`config.mk`:
```
export PLATFORM = sky130hd
export DESIGN_NAME = demux_scheduler
export DESIGN_NICKNAME = d
export VERILOG_FILES = /design/src/rtl/demux_sched_pkg.sv /design/src/rtl/demux_scheduler_rr_arbiter_8.sv /design/src/rtl/demux_scheduler.sv
export SDC_FILE = /design/constraint.sdc
export NUM_CORES = 1
export LEC_CHECK = 0
export CAP_MARGIN = 40
export CORE_ASPECT_RATIO = 0.75
export CORE_MARGIN = 10
export CORE_UTILIZATION = 30
export DETAILED_ROUTE_END_ITERATION = 16
export PLACE_DENSITY = 0.56
export SYNTH_ARGS = -nofsm -noshare
export SYNTH_HDL_FRONTEND = slang
export SYNTH_SLANG_ARGS = --single-unit
```
`constraint.sdc`:
```
create_clock -name CLK -period 6.9 [get_ports CLK]
set_clock_uncertainty 0.1 [all_clocks]
set_input_delay 0.69 -clock CLK [delete_from_list [all_inputs] [get_ports CLK]]
set_output_delay 0.69 -clock CLK [all_outputs]
set_load 0.005 [all_outputs]
```
`src/rtl/demux_sched_pkg.sv`:
```
// Shared types and constants for the demux scheduler: FSM states, channel
// count and default pulse/gap timing.
package demux_sched_pkg;

   localparam int NCH           = 8;
   localparam int IDXW          = 3;
   localparam int CNTW          = 8;
   localparam int DEF_PULSE_LEN = 4;
   localparam int DEF_GAP_LEN   = 1;

   typedef enum logic [1:0] {
      IDLE  = 2'd0,
      SETUP = 2'd1,
      DRIVE = 2'd2,
      GAP   = 2'd3
   } state_t;

   // Round-robin pointer advances to the channel just after the winner.
   function automatic logic [IDXW-1:0] nextPtr(input logic [IDXW-1:0] idx);
      return idx + IDXW'(1);
   endfunction

endpackage

```
`src/rtl/demux_scheduler_rr_arbiter_8.sv`:
```
// Combinational 8-way round-robin arbiter: the search starts at i_ptr and
// wraps 7->0, returning the first requesting channel.
module rr_arbiter_8
   import demux_sched_pkg::*;
(
   input  logic [NCH-1:0]  i_req,
   input  logic [IDXW-1:0] i_ptr,
   output logic [NCH-1:0]  o_grant,
   output logic [IDXW-1:0] o_idx,
   output logic            o_valid
);

   logic [NCH-1:0]  w_rot;
   logic [IDXW-1:0] w_off;

   // Rotate so bit 0 is the pointer channel; the lowest set bit then wins.
   always_comb begin
      w_rot = '0;
      for (int k = 0; k < NCH; k++) begin
         w_rot[k] = i_req[i_ptr + IDXW'(k)];
      end
      w_off = '0;
      for (int k = NCH - 1; k >= 0; k--) begin
         if (w_rot[k]) begin
            w_off = IDXW'(k);
         end
      end
   end

   always_comb begin
      o_valid = |i_req;
      o_idx   = i_ptr + w_off;
      o_grant = o_valid ? (NCH'(1) << o_idx) : '0;
   end

endmodule

```
`src/rtl/demux_scheduler.sv`:
```
// Round-robin scheduler driving an 8-way demux: per grant it sets the address,
// pulses D for PULSE_LEN cycles, holds the address for GAP_LEN more, then ACKs.
module demux_scheduler
   import demux_sched_pkg::*;
#(
   parameter int PULSE_LEN = DEF_PULSE_LEN,
   parameter int GAP_LEN   = DEF_GAP_LEN
)
(
   input  logic           CLK,
   input  logic           RST_N,
   input  logic           EN,
   input  logic [NCH-1:0] REQ,
   output logic           A0,
   output logic           A1,
   output logic           A2,
   output logic           D,
   output logic [NCH-1:0] GNT,
   output logic [NCH-1:0] ACK,
   output logic           BUSY
);

   localparam logic [CNTW-1:0] L_PULSE = CNTW'(PULSE_LEN);
   localparam logic [CNTW-1:0] L_GAP   = CNTW'(GAP_LEN);

   state_t          r_state;
   logic [CNTW-1:0] r_cnt;
   logic [IDXW-1:0] r_ptr;
   logic [IDXW-1:0] r_addr;
   logic            r_d;
   logic [NCH-1:0]  r_gnt;
   logic [NCH-1:0]  r_ack;
   logic            r_busy;

   state_t          w_nextState;
   logic [CNTW-1:0] w_nextCnt;
   logic            w_take;
   logic [NCH-1:0]  w_winGrant;
   logic [IDXW-1:0] w_winIdx;
   logic            w_winValid;
   logic [IDXW-1:0] w_nextPtr;
   logic [IDXW-1:0] w_nextAddr;
   logic            w_nextD;
   logic [NCH-1:0]  w_nextGnt;
   logic [NCH-1:0]  w_nextAck;
   logic            w_nextBusy;

   rr_arbiter_8 u_arb (
      .i_req   (REQ),
      .i_ptr   (r_ptr),
      .o_grant (w_winGrant),
      .o_idx   (w_winIdx),
      .o_valid (w_winValid)
   );

   // All state and every output is a flop, so the async reset clears them at once.
   always_ff @(posedge CLK or negedge RST_N) begin
      if (!RST_N) begin
         r_state <= IDLE;
         r_cnt   <= '0;
         r_ptr   <= '0;
         r_addr  <= '0;
         r_d     <= 1'b0;
         r_gnt   <= '0;
         r_ack   <= '0;
         r_busy  <= 1'b0;
      end else begin
         r_state <= w_nextState;
         r_cnt   <= w_nextCnt;
         r_ptr   <= w_nextPtr;
         r_addr  <= w_nextAddr;
         r_d     <= w_nextD;
         r_gnt   <= w_nextGnt;
         r_ack   <= w_nextAck;
         r_busy  <= w_nextBusy;
      end
   end

   // The counter is loaded with each state's length on entry and leaves at 1.
   always_comb begin
      w_nextState = r_state;
      w_nextCnt   = r_cnt;
      w_take      = 1'b0;
      unique case (r_state)
         IDLE: begin
            w_nextCnt = '0;
            if (EN && w_winValid) begin
               w_take      = 1'b1;
               w_nextState = SETUP;
               w_nextCnt   = CNTW'(1);
            end
         end
         SETUP: begin
            w_nextState = DRIVE;
            w_nextCnt   = L_PULSE;
         end
         DRIVE: begin
            if (r_cnt == CNTW'(1)) begin
               if (GAP_LEN == 0) begin
                  w_nextState = IDLE;
                  w_nextCnt   = '0;
               end else begin
                  w_nextState = GAP;
                  w_nextCnt   = L_GAP;
               end
            end else begin
               w_nextCnt = r_cnt - CNTW'(1);
            end
         end
         GAP: begin
            if (r_cnt == CNTW'(1)) begin
               w_nextState = IDLE;
               w_nextCnt   = '0;
            end else begin
               w_nextCnt = r_cnt - CNTW'(1);
            end
         end
         default: begin
            w_nextState = IDLE;
            w_nextCnt   = '0;
         end
      endcase
   end

   // Outputs are computed from the next state so the registers line up with it;
   // ACK is set when the next cycle is the final one before IDLE.
   always_comb begin
      w_nextPtr  = r_ptr;
      w_nextAddr = r_addr;
      w_nextGnt  = r_gnt;
      if (w_take) begin
         w_nextPtr  = nextPtr(w_winIdx);
         w_nextAddr = w_winIdx;
         w_nextGnt  = w_winGrant;
      end else if (w_nextState == IDLE) begin
         w_nextGnt = '0;
      end
      w_nextD    = (w_nextState == DRIVE);
      w_nextBusy = (w_nextState != IDLE);
      w_nextAck  = '0;
      if (w_nextCnt == CNTW'(1) &&
          ((w_nextState == GAP) || (w_nextState == DRIVE && GAP_LEN == 0))) begin
         w_nextAck = w_nextGnt;
      end
   end

   assign A0   = r_addr[2];
   assign A1   = r_addr[1];
   assign A2   = r_addr[0];
   assign D    = r_d;
   assign GNT  = r_gnt;
   assign ACK  = r_ack;
   assign BUSY = r_busy;

endmodule

```
==> metrics <==
endpoints failing setup=0; Bufs on Longest Clock Path=2; Die Footprint=around 11000 um2; Mapped Area=2220 um2; post-place instance area=between 2000 and 3000 um2; initial antenna violation count=0; synthesis warning total=0; Worst EP arrival=between 4 and 5 ns; number of DRC markers in iteration 0=approximately 150; slew of the pin with the lowest slew margin=approximately 0.79 ns; WHS=0.397 ns; CTS Root Cell=clkbuf_8; largest net degree at the start of global routing=22; CP startpoint kind=flop; hold-fix buffers at CTS=0; first-pass GRT wire length=~8400 um; Peak VDD IR=0.000155 V; filler cell count in the final layout=approximately 700; Vias=approximately 1800; initial core utilization=a little over 30%; routed len/inst=14.8 um; Fmax achieved=roughly 0.21 GHz; cell count after placement=around 340; critical path cell sequence=inv_1 -> ha_1 -> mux4_2 -> mux2_2 -> nor2_1 -> o22a_1 -> o32ai_1 -> o21a_1 -> ha_1 -> inv_1 -> fa_1 -> inv_1 -> nor4_1 -> or2_1 -> inv_1 -> ha_1 -> a22o_1 -> and2_1; Final min period=roughly 4.7 ns; asr flop ratio synth=100%; Die Height=94.5 um; PwrDens=roughly 530 nW/um2; CP Capture Type=flop; Slew HR=around 47%; Clock Pin Slew Worst Setup and Hold Paths=~0.080 ns; chip width=~120 um; Mapped Cells=220; Leakage=~1.2 nW; Final Hold Vio Count=0; post-synth cell types=46; I/O pins=32; routability cong.=around 0.80; TNS Setup=0 ns; synthesized area per cell=10.1 um2; Layout area overhead=23.4%; core area=7260 um2; RSZ-0062 raised after global routing=false; net count after synthesis=between 200 and 250; # DRC=0; critical path's most frequent cell=inv_1; post-route cell area=about 2700 um2; port bufs=31; CTS tree=built; clock latency on the worst-skew pair=around 0.29 ns; Num CTS Buffers=5; total global routing overflow=0; H-tree levels=2; FP Rows=27; First-pass DRT Iterations=4; postcts setup bufs=0; Worst Path Max Fanout=18; share of cells above drive strength 1=a little under a tenth; HPWL Detailed=a little under 4000 um; max_cap viols=0; GRT Overall Usage=approximately 9.2%; Final #Nets=around 270; Routed WL=approximately 5200 um; Top FF cell, synth=dfrtp_1; CP max-delay cell=dfrtp_1; Cell Count, Final, Fillers Out=351; fin. max-slew vios=0; vias in the first global route=1644; status=completed; fin crit share=between 60% and 70%; Detail Route Antenna Nets=0; clock sink count=34; Pwr Total=between 1 and 1.5 mW; critical path's largest stage delay=0.74 ns; CTS resizes=0; Vias/cell=5.01; Seq/Total Area, Yosys=38.3%; Yosys reg bits=34; Tightest Hold Check Type=reg2reg; Post-synth EDFFs=0; Setup CP Type=reg2reg; Req. time, crit path=between 6 and 7 ns; antenna cells=0
==> per-layer routing <==
metal | track usage (%) | wire (um) | vias up
li1 | - | - | 854
met2 | 12.6 | 2120 | 47
met5 | 0 | 0 | -
met3 | 2.38 | 305 | 5
met4 | 3.01 | 58 | 0
met1 | 13.5 | 2700 | 852
==> report_power, final <==
group / switching [mW] / internal [mW] / total (mW)
Combinational: 0.452 / 0.411 / 0.863
Clock: 0.0756 / 0.145 / 0.220
Sequential: 0.0925 / 0.266 / 0.359
==> synth_stat cells (all sizes together) (4+ instances only) <==
| master | n | area, um2 |
|---|---|---|
| mux4 | 9 | 210 |
| xnor2 | 4 | 35.0 |
| clkbuf | 5 | 18.8 |
| and3 | 5 | 31.3 |
| nand3 | 11 | 55.1 |
| nor2 | 18 | 67.6 |
| nand2 | 20 | 75.1 |
| dfrtp | 34 | 851 |
| mux2i | 9 | 90.1 |
| nor3 | 5 | 25.0 |
| inv | 13 | 48.8 |
| nor4 | 4 | 25.0 |
| buf | 5 | 43.8 |
| xor2 | 6 | 52.6 |
| nor2b | 4 | 25.0 |
| ha | 10 | 125 |
| mux2 | 5 | 56.3 |
| a21oi | 6 | 30.0 |
| o21ai | 14 | 70.1 |
| or2 | 4 | 25.0 |
==> worst paths after layout <==
| check | cells past startpoint | slack [ns] | to | start |
|---|---|---|---|---|
| worst max-delay path | 18 | 2.18 | ACK[7]$_DFF_PN0_ | r_ptr[0]$_DFFE_PN0P_ |
| worst min-delay path | 2 | 0.40 | GNT[1]$_DFF_PN0_ | GNT[1]$_DFF_PN0_ |
| worst max register to register | 18 | 2.18 | ACK[7]$_DFF_PN0_ | r_ptr[0]$_DFFE_PN0P_ |
| worst min register to register | 2 | 0.40 | GNT[1]$_DFF_PN0_ | GNT[1]$_DFF_PN0_ |
| max in group asynchronous | 2 | 5.30 | ACK[6]$_DFF_PN0_ | RST_N |
| min in group asynchronous | 1 | 0.69 | r_cnt[4]$_DFF_PN0_ | RST_N |
==> layout make-up <==
class,count,area (um2),area share [%]
clock buffers,5,68.8,2.51
multi-input cells,163,1260,45.9
clock inverters,3,68.8,2.51
flip-flops and latches,34,851,31.1
well taps,101,126,4.61
repair buffers,32,318,11.6
inverters,13,48.8,1.78
==> sequential cells by signal (all words and copies together) (netlist names) <==
name     flops
ACK          8
GNT          8
r_cnt        8
r_addr       3
r_ptr        3
r_state      2
BUSY         1
D            1
==> metrics by stage <==
step           util, %  setup slack (ns)
6_report          37.7              2.18
5_1_grt           37.7              1.79
4_1_cts           37.7              2.17
3_5_place_dp      35.8              2.16
3_3_place_gp      35.8              2.32
2_1_floorplan        -              2.56
==> cell families after synthesis <==
family / count (synthesis) / share of synthesized area (%)
AO/OA/AOI/OAI: 39 / 12.1
XOR/XNOR: 10 / 3.95
adder cells (fa/ha/maj): 11 / 6.54
buffers and inverters: 23 / 5.02
flip-flops: 34 / 38.3
multiplexers: 23 / 16.1
AND/OR/NAND/NOR: 80 / 18.0
==> cell usage in the layout, fill, tap and decap left out, types with 4 or more instances in the layout <==
master,count
dfrtp_1,34
clkdlybuf4s50_1,31
nand2_1,20
nor2_1,18
o21ai_0,14
inv_1,13
nand3_1,11
ha_1,10
mux2i_1,9
mux4_2,7
xor2_1,6
a21oi_1,6
mux2_2,5
nor3_1,5
and3_1,5
clkbuf_8,5
xnor2_1,4
nor4_1,4
nor2b_1,4
==> worst max-delay path, delay by kind of cell, from the launching register on <==
kind / cells / cell delay (ns)
adder cells (fa/ha/maj): 4 / 1.05
flip-flops: 1 / 0.74
multiplexers: 2 / 0.87
AO/OA/AOI/OAI: 4 / 0.54
buffers and inverters: 4 / 0.28
AND/OR/NAND/NOR: 4 / 1.01
Power figures use the tool's default switching activity.
